===== config.mk =====
export PLATFORM = sky130hd
export DESIGN_NAME = pc_sequencer_flat
export DESIGN_NICKNAME = d
export VERILOG_FILES = /design/src/rtl/pc_sequencer_if.sv /design/src/rtl/pc_sequencer.sv /design/src/flat_wrapper.sv
export SDC_FILE = /design/constraint.sdc
export NUM_CORES = 1
export LEC_CHECK = 0
export CAP_MARGIN = 20
export CORE_MARGIN = 2
export CORE_UTILIZATION = 30
export CTS_CLUSTER_DIAMETER = 150
export CTS_CLUSTER_SIZE = 25
export DETAILED_ROUTE_END_ITERATION = 7
export GPL_TIMING_DRIVEN = 0
export MAX_ROUTING_LAYER = met4
export PLACE_DENSITY = 0.72
export SYNTH_ARGS = -nofsm -noshare
export SYNTH_HDL_FRONTEND = slang
export SYNTH_SLANG_ARGS = --single-unit

===== constraint.sdc =====
create_clock -name clock -period 2.4 [get_ports clock]
set_input_delay 0.48 -clock clock [delete_from_list [all_inputs] [get_ports clock]]
set_output_delay 0.48 -clock clock [all_outputs]
set_load 0.1 [all_outputs]

===== src/rtl/pc_sequencer_if.sv =====
`default_nettype none
// ============================================================================
// Module   : pc_sequencer_if
// Brief    : Sequencer bus: ROM word and datapath inputs, reg_pc control
//            strobes, and the execute-stage IR/stack status outputs.
// Revision : 1.0  initial release
// ============================================================================
interface pc_sequencer_if #(
  parameter int INSTR_W     = 12,
  parameter int PC_W        = 9,
  parameter int DATA_W      = 8,
  parameter int STACK_DEPTH = 2
);
  localparam int LVL_W = $clog2(STACK_DEPTH + 1);

  logic [INSTR_W-1:0] instr_in;
  logic               skip_cond;
  logic               pcl_write;
  logic [DATA_W-1:0]  alu_result;
  logic               pc_write_en;
  logic               pc_push;
  logic               pc_pop;
  logic               pc_load;
  logic [PC_W-1:0]    pc_addr;
  logic [DATA_W-1:0]  pc_data;
  logic [INSTR_W-1:0] ir;
  logic               ir_valid;
  logic               retlw_en;
  logic [DATA_W-1:0]  retlw_lit;
  logic [LVL_W-1:0]   stack_level;
  logic               stack_ovf;
  logic               stack_undf;

  modport master (
    input  instr_in, skip_cond, pcl_write, alu_result,
    output pc_write_en, pc_push, pc_pop, pc_load, pc_addr, pc_data,
    output ir, ir_valid, retlw_en, retlw_lit, stack_level, stack_ovf, stack_undf
  );

  modport slave (
    output instr_in, skip_cond, pcl_write, alu_result,
    input  pc_write_en, pc_push, pc_pop, pc_load, pc_addr, pc_data,
    input  ir, ir_valid, retlw_en, retlw_lit, stack_level, stack_ovf, stack_undf
  );
endinterface
`default_nettype wire


===== src/rtl/pc_sequencer.sv =====
`default_nettype none
// ============================================================================
// Module   : pc_sequencer
// Brief    : Fetch/branch sequencer driving reg_pc control; latches IR,
//            decodes GOTO/CALL/RETLW/skip/PCL writes and tracks stack depth.
// Revision : 1.0  initial release
// ============================================================================
module pc_sequencer #(
  parameter int INSTR_W     = 12,
  parameter int PC_W        = 9,
  parameter int DATA_W      = 8,
  parameter int STACK_DEPTH = 2
) (
  input  logic                 clock,
  input  logic                 reset,
  pc_sequencer_if.master       bus
);
  localparam int c_LVL_W = $clog2(STACK_DEPTH + 1);
  localparam logic [c_LVL_W-1:0] c_MAX_LVL = c_LVL_W'(STACK_DEPTH);

  typedef enum logic [1:0] {
    ST_PRIME = 2'd0,
    ST_RUN   = 2'd1,
    ST_FLUSH = 2'd2
  } state_t;

  state_t               r_state;
  state_t               w_state_nxt;
  logic [INSTR_W-1:0]   r_ir;
  logic                 r_ir_valid;
  logic [c_LVL_W-1:0]   r_stack_level;
  logic                 r_stack_ovf;
  logic                 r_stack_undf;

  logic w_active;
  logic w_is_goto, w_is_call, w_is_retlw, w_is_skip;
  logic w_wr, w_push, w_pop, w_load, w_redirect;

  always_ff @(posedge clock) begin
    if (reset) r_state <= ST_PRIME;
    else       r_state <= w_state_nxt;
  end

  always_comb begin
    w_is_goto  = (r_ir[INSTR_W-1 -: 3] == 3'b101);
    w_is_call  = (r_ir[INSTR_W-1 -: 4] == 4'b1001);
    w_is_retlw = (r_ir[INSTR_W-1 -: 4] == 4'b1000);
    // BTFSC/BTFSS share 011x; DECFSZ and INCFSZ are 001011 / 001111
    w_is_skip  = (r_ir[INSTR_W-1 -: 3] == 3'b011)
              || (r_ir[INSTR_W-1 -: 6] == 6'b001011)
              || (r_ir[INSTR_W-1 -: 6] == 6'b001111);

    w_active   = !reset && (r_state == ST_RUN) && r_ir_valid;
    w_wr       = w_active && bus.pcl_write;
    w_push     = w_active && !bus.pcl_write && w_is_call;
    w_pop      = w_active && !bus.pcl_write && !w_is_call && w_is_retlw;
    w_load     = w_active && !bus.pcl_write && !w_is_call && !w_is_retlw && w_is_goto;
    w_redirect = w_wr || w_push || w_pop || w_load
              || (w_active && w_is_skip && bus.skip_cond);

    w_state_nxt = r_state;
    case (r_state)
      ST_PRIME: w_state_nxt = ST_RUN;
      ST_RUN:   w_state_nxt = w_redirect ? ST_FLUSH : ST_RUN;
      ST_FLUSH: w_state_nxt = ST_RUN;
      default:  w_state_nxt = ST_PRIME;
    endcase
  end

  always_ff @(posedge clock) begin
    if (reset) begin
      r_ir          <= '0;
      r_ir_valid    <= 1'b0;
      r_stack_level <= '0;
      r_stack_ovf   <= 1'b0;
      r_stack_undf  <= 1'b0;
    end else begin
      r_ir       <= bus.instr_in;
      // the word fetched alongside a redirect is the wrong path
      r_ir_valid <= !w_redirect;
      if (w_push) begin
        if (r_stack_level == c_MAX_LVL) r_stack_ovf   <= 1'b1;
        else                            r_stack_level <= r_stack_level + c_LVL_W'(1);
      end
      if (w_pop) begin
        if (r_stack_level == '0) r_stack_undf  <= 1'b1;
        else                     r_stack_level <= r_stack_level - c_LVL_W'(1);
      end
    end
  end

  assign bus.pc_write_en = w_wr;
  assign bus.pc_push     = w_push;
  assign bus.pc_pop      = w_pop;
  assign bus.pc_load     = w_load;
  assign bus.pc_addr     = r_ir[PC_W-1:0];
  assign bus.pc_data     = w_wr ? bus.alu_result : r_ir[DATA_W-1:0];
  assign bus.ir          = r_ir;
  assign bus.ir_valid    = r_ir_valid;
  assign bus.retlw_en    = w_pop;
  assign bus.retlw_lit   = r_ir[DATA_W-1:0];
  assign bus.stack_level = r_stack_level;
  assign bus.stack_ovf   = r_stack_ovf;
  assign bus.stack_undf  = r_stack_undf;
endmodule
`default_nettype wire


===== src/flat_wrapper.sv =====
// flat-port wrapper written by rule: the top's interface ports become plain ports
module pc_sequencer_flat 
#(
  parameter int INSTR_W     = 12,
  parameter int PC_W        = 9,
  parameter int DATA_W      = 8,
  parameter int STACK_DEPTH = 2
)
  (clock, reset, bus_instr_in, bus_skip_cond, bus_pcl_write, bus_alu_result, bus_pc_write_en, bus_pc_push, bus_pc_pop, bus_pc_load, bus_pc_addr, bus_pc_data, bus_ir, bus_ir_valid, bus_retlw_en, bus_retlw_lit, bus_stack_level, bus_stack_ovf, bus_stack_undf);
  pc_sequencer_if #(.INSTR_W(INSTR_W), .PC_W(PC_W), .DATA_W(DATA_W), .STACK_DEPTH(STACK_DEPTH)) bus_i ();
  input  logic clock;
  input  logic reset;
  input wire logic [$bits(bus_i.instr_in)-1:0] bus_instr_in;
  input wire logic [$bits(bus_i.skip_cond)-1:0] bus_skip_cond;
  input wire logic [$bits(bus_i.pcl_write)-1:0] bus_pcl_write;
  input wire logic [$bits(bus_i.alu_result)-1:0] bus_alu_result;
  output wire logic [$bits(bus_i.pc_write_en)-1:0] bus_pc_write_en;
  output wire logic [$bits(bus_i.pc_push)-1:0] bus_pc_push;
  output wire logic [$bits(bus_i.pc_pop)-1:0] bus_pc_pop;
  output wire logic [$bits(bus_i.pc_load)-1:0] bus_pc_load;
  output wire logic [$bits(bus_i.pc_addr)-1:0] bus_pc_addr;
  output wire logic [$bits(bus_i.pc_data)-1:0] bus_pc_data;
  output wire logic [$bits(bus_i.ir)-1:0] bus_ir;
  output wire logic [$bits(bus_i.ir_valid)-1:0] bus_ir_valid;
  output wire logic [$bits(bus_i.retlw_en)-1:0] bus_retlw_en;
  output wire logic [$bits(bus_i.retlw_lit)-1:0] bus_retlw_lit;
  output wire logic [$bits(bus_i.stack_level)-1:0] bus_stack_level;
  output wire logic [$bits(bus_i.stack_ovf)-1:0] bus_stack_ovf;
  output wire logic [$bits(bus_i.stack_undf)-1:0] bus_stack_undf;
  assign bus_i.instr_in = bus_instr_in;
  assign bus_i.skip_cond = bus_skip_cond;
  assign bus_i.pcl_write = bus_pcl_write;
  assign bus_i.alu_result = bus_alu_result;
  assign bus_pc_write_en = bus_i.pc_write_en;
  assign bus_pc_push = bus_i.pc_push;
  assign bus_pc_pop = bus_i.pc_pop;
  assign bus_pc_load = bus_i.pc_load;
  assign bus_pc_addr = bus_i.pc_addr;
  assign bus_pc_data = bus_i.pc_data;
  assign bus_ir = bus_i.ir;
  assign bus_ir_valid = bus_i.ir_valid;
  assign bus_retlw_en = bus_i.retlw_en;
  assign bus_retlw_lit = bus_i.retlw_lit;
  assign bus_stack_level = bus_i.stack_level;
  assign bus_stack_ovf = bus_i.stack_ovf;
  assign bus_stack_undf = bus_i.stack_undf;
  pc_sequencer #(.INSTR_W(INSTR_W), .PC_W(PC_W), .DATA_W(DATA_W), .STACK_DEPTH(STACK_DEPTH)) u_core (.clock(clock), .reset(reset), .bus(bus_i));
endmodule

Word-level counts from Yosys, hierarchy flattened --
Index checks and enable logic that the tools add are counted.
Storage, ports and cells: register bits 19, bits of input ports 24, output and inout port bits 47
Cells by class: $add $sub $neg 2, eq/ne operators 9, muxes and demuxes 7, reductions and logical operators 27
Operator list (number):
- == test 6 x 4 -> 1 bit, second input constant | 2
- logical AND 1 bit | 11
- two-way mux 2 bit | 5
- == test 4 bit, second input constant | 2
- two-way mux 8 bit | 1
- logical OR 1 bit | 6
- logical NOT 1 bit | 5
- == test 2 bit, second input constant | 2
- logical NOT 2 bit | 2
- case mux 2 bit (2 select lines) | 1
- AND reduction 2 bit | 2
- == test 3 x 2 -> 1 bit, second input constant | 1
- == test 3 bit, second input constant | 1
- adder 2 x 1 -> 2 bit, second input constant | 1
- == test 2 x 1 -> 1 bit, second input constant | 1
- OR reduction 2 bit | 1
- subtractor 2 x 1 -> 2 bit, second input constant | 1

Longest topological paths before layout --
word-level depth 11, gate-level depth with buffers 5

Least setup slack after synthesis --
Ideal clock, no wire load.
kind reg2out, start register u_core.r_ir_valid, in the netlist u_core.bus.ir_valid, end output port bus_retlw_en, arrival time 4.118 ns, path slack -2.198 ns, cell stages (with the launch flop) 6, path buffers 2, cells stage by stage dfxtp_1 > and4bb_1 > buf_2 > nand2_1 > nor3_1 > buf_4
On the way: cells in the longest elaborated chain, start to end 4
RTL lines:
- start: declaration | line pc_sequencer.sv:30 | logic r_ir_valid;
- start signal: assignment | line pc_sequencer.sv:80 | r_ir_valid <= !w_redirect;
- logical AND 1 bit | line pc_sequencer.sv:53 | w_active = !reset && (r_state == ST_RUN) && r_ir_valid;
- logical AND 1 bit (3 in a row) | line pc_sequencer.sv:56 | w_pop = w_active && !bus.pcl_write && !w_is_call && w_is_retlw;
- end: declaration | line flat_wrapper.sv:25 | output wire logic [$bits(bus_i.retlw_en)-1:0] bus_retlw_en;
Every way passes these cells.

Worst setup path in the final report --
start register u_core.r_ir[10], in the netlist u_core.bus.ir[10], end output port bus_ir[10]
RTL lines:
- start: declaration | line pc_sequencer.sv:29 | logic [INSTR_W-1:0] r_ir;
- start signal: assignment | line pc_sequencer.sv:78 | r_ir <= bus.instr_in;
- end: declaration | line flat_wrapper.sv:23 | output wire logic [$bits(bus_i.ir)-1:0] bus_ir;
No word-level cell between the ends.

==> results.toml <==
[finish]
stdcell_area_um2 = 1821
nets = 204
diodes = 0
synthToLayoutAreaGrowth_pct = 87.26
fillCellCount = 298
layout-drive-gt1-share_pct = 27.43
final_util_pct = 59.15

[setup_path]
cp_top_family = "buffers and inverters"
cp_data_arrival_time_ns = 1.85
critPathLaunchType = "flip-flop"
crit_chain = "clkdlybuf4s50_1"
crit_required_ns = 1.92
worstSetupPathType = "flip-flop to primary output"
path_max_fanout = 6
path_buf_inv = 1
endpoint_kind = "primary output"
crit_path_top_delay_cell = "clkdlybuf4s50_1"
max_stage_delay_ns = 1.15

[clock_tree]
cts_made_buffers = 3
cts_setup_buffers = 0
postCtsHoldBufs = 0
cts_root_buf = "clkbuf_4"
cts_tree = "done"
path_clk_slew_ns = 0.11
cts_buffer_depth = 2
clock_sinks = 19
cts_max_level = 1
clock_latency_ns = 0.29

[min_path]
hold_class = "flip-flop to flip-flop"

[floorplan]
row_count = 20
die_width_um = 60.93
fp.dieH_um = 60.93
die_area_um2 = 3712
core_region_area_um2 = 3078
ios = 71
start_util_pct = 31.59

[sta]
final_max_slew_viol_count = 0
finalCritPeriodShare_pct = 96.93
setup_slack_ns = 0.07364
hold_slack_ns = 0.4771
tightest_slew_ns = 0.9832
setup_viol = 0
fmax_mhz = 429.9
finalHoldViolations = 0
rsz0062_at_grt = "no"
skew_ns = 0.004202
max-slew-margin-rel_pct = 34.25
fin_crit_ns = 2.326

[grt]
grt_pass1_vias = 896
track_usage_pct = 15.40
antenna_found_initial = 0
grt_remaining_overflow = 0
grt_pass1_wl_mm = 4.071
grt_start_max_net_pins = 11

[place]
dpl.hpwl_mm = 2.244
gp_congestion = 0.7657
place_area_um2 = 1793
place_ws_ns = -1.178
io_buffers = 70

[power]
p_per_area_nw_per_um2 = 516.0
vdd_drop_max_uv = 312.4
leakage_nw = 0.9231

[synth]
synth_cell_type_count = 29
async_flop_share_pct = 0
synth.top_cell.area_share_pct = 39.12
synth_fp_nets = 129
ys_seq_area_share_pct = 39.12
synthCells = 101
avgSynthCellArea_um2 = 9.626
ys.flop_type = "dfxtp_1"
ys_ff_latch = 19
yosysWarnings = 0
synth_edf_count = 0
yosysTopAreaCell = "dfxtp_1"
synth_area_um2 = 972.2
synth.area.top_cells = "dfxtp_1 (39%), buf_4 (14%), mux2_1 (9.3%)"

[drt]
drt_iter0_markers = 10
post-route-drc-count = 0
avgViaCountPerCell = 4.447
wl_per_cell_um = 12.47
wirelength_mm = 2.730
final_antenna_net_count = 0
drtPass1Iterations = 4
via_count = 974

[flow_run]
maxCapViolations = 0

[status]
status = "completed"
timing repair:
action / in CTS / in global routing
resized for setup: 99 / 16
endpoints found under the setup margin: 30 / 15
pin swaps: 1 / 0
metrics by stage:
step | instances | power (mW) | setup TNS (ns)
6_report | 219 | 0.9394 | 0
5_1_grt | 219 | 0.9810 | 0
4_1_cts | 219 | 0.9442 | 0
3_5_place_dp | 215 | 0.7937 | -14.41
3_3_place_gp | 215 | 0.7891 | -14.33
2_1_floorplan | 101 | 0.6753 | -0.1634
registers in the layout, summed over array words and instances (netlist names), named ones only:
| register | flops |
|---|---|
| u_core.bus.ir_valid | 1 |
| u_core.r_state | 2 |
| u_core.bus.stack_undf | 1 |
| u_core.bus.stack_ovf | 1 |
| u_core.bus.stack_level | 1 |
| u_core.bus.ir | 12 |
layout make-up:
cell class	instances	area [um^2]	share of cell area, %
clock buffer	4	26.28	1.443
buffer	20	162.7	8.935
tap	44	55.05	3.024
sequential	19	390.4	21.44
multi-input combinational	57	476.7	26.19
inverter	5	18.77	1.031
timing repair buffer	70	690.7	37.94
cell usage after synthesis, drive strengths merged, types with 2 or more instances:
master  instances
buf            19
nand3           2
mux2            9
nand2           6
a31oi           2
inv             5
nor3b           2
nor2b          13
ha              4
a21oi           4
dfxtp          19
nor3            2
o311ai          2
logic make-up after synthesis:
| kind of cell | Yosys count | share of synthesized area (%) |
|---|---|---|
| AOI/OAI and AO/OA | 11 | 7.336 |
| buffers and inverters | 25 | 16.73 |
| DFF | 19 | 39.12 |
| muxes | 9 | 10.42 |
| and+or+nand+nor | 33 | 21.24 |
| adders and majority gates | 4 | 5.148 |
routing by layer:
| layer | vias to the layer above | global-route usage, % | part of all wire (%) |
|---|---|---|---|
| met3 | 2 | 1.919 | 6.2 |
| met2 | 46 | 27.96 | 56 |
| met5 | - | - | 0 |
| met1 | 452 | 16.71 | 37 |
| li1 | 474 | - | - |
| met4 | 0 | 6.522 | 0.99 |
report_power, final:
| group | internal (mW) | switching [mW] |
|---|---|---|
| combinational | 0.118 | 0.313 |
| clock | 0.0646 | 0.0965 |
| sequential | 0.329 | 0.0181 |
| total | 0.512 | 0.428 |
final timing paths:
check	from	cells after the start	slack, ns	endpoint
worst max-delay path	u_core.bus.ir[10]	1	0.07	bus_ir[10]
worst max register to register	u_core.bus.ir[9]	3	0.91	u_core.bus.stack_level[0]
worst min register to register	u_core.bus.ir_valid	1	0.48	u_core.r_state[0]
worst min-delay path	u_core.bus.ir_valid	1	0.48	u_core.r_state[0]
cells in the final DEF, fill, tap and decap left out, types with 2 or more instances in the layout:
master,n
nand2_4,2
buf_2,2
clkdlybuf4s50_1,32
clkbuf_4,4
buf_4,18
dlymetal6s2s_1,6
a31oi_1,2
dfxtp_2,2
a21oi_1,4
dlygate4sd2_1,18
dfxtp_4,2
buf_6,10
clkbuf_1,2
dfxtp_1,15
nor2b_1,13
mux2_1,7
nand3_1,2
inv_1,5
ha_1,4
nor3b_4,2
mux2_2,2
nand2_1,4
(Power assumes the default switching activity.)
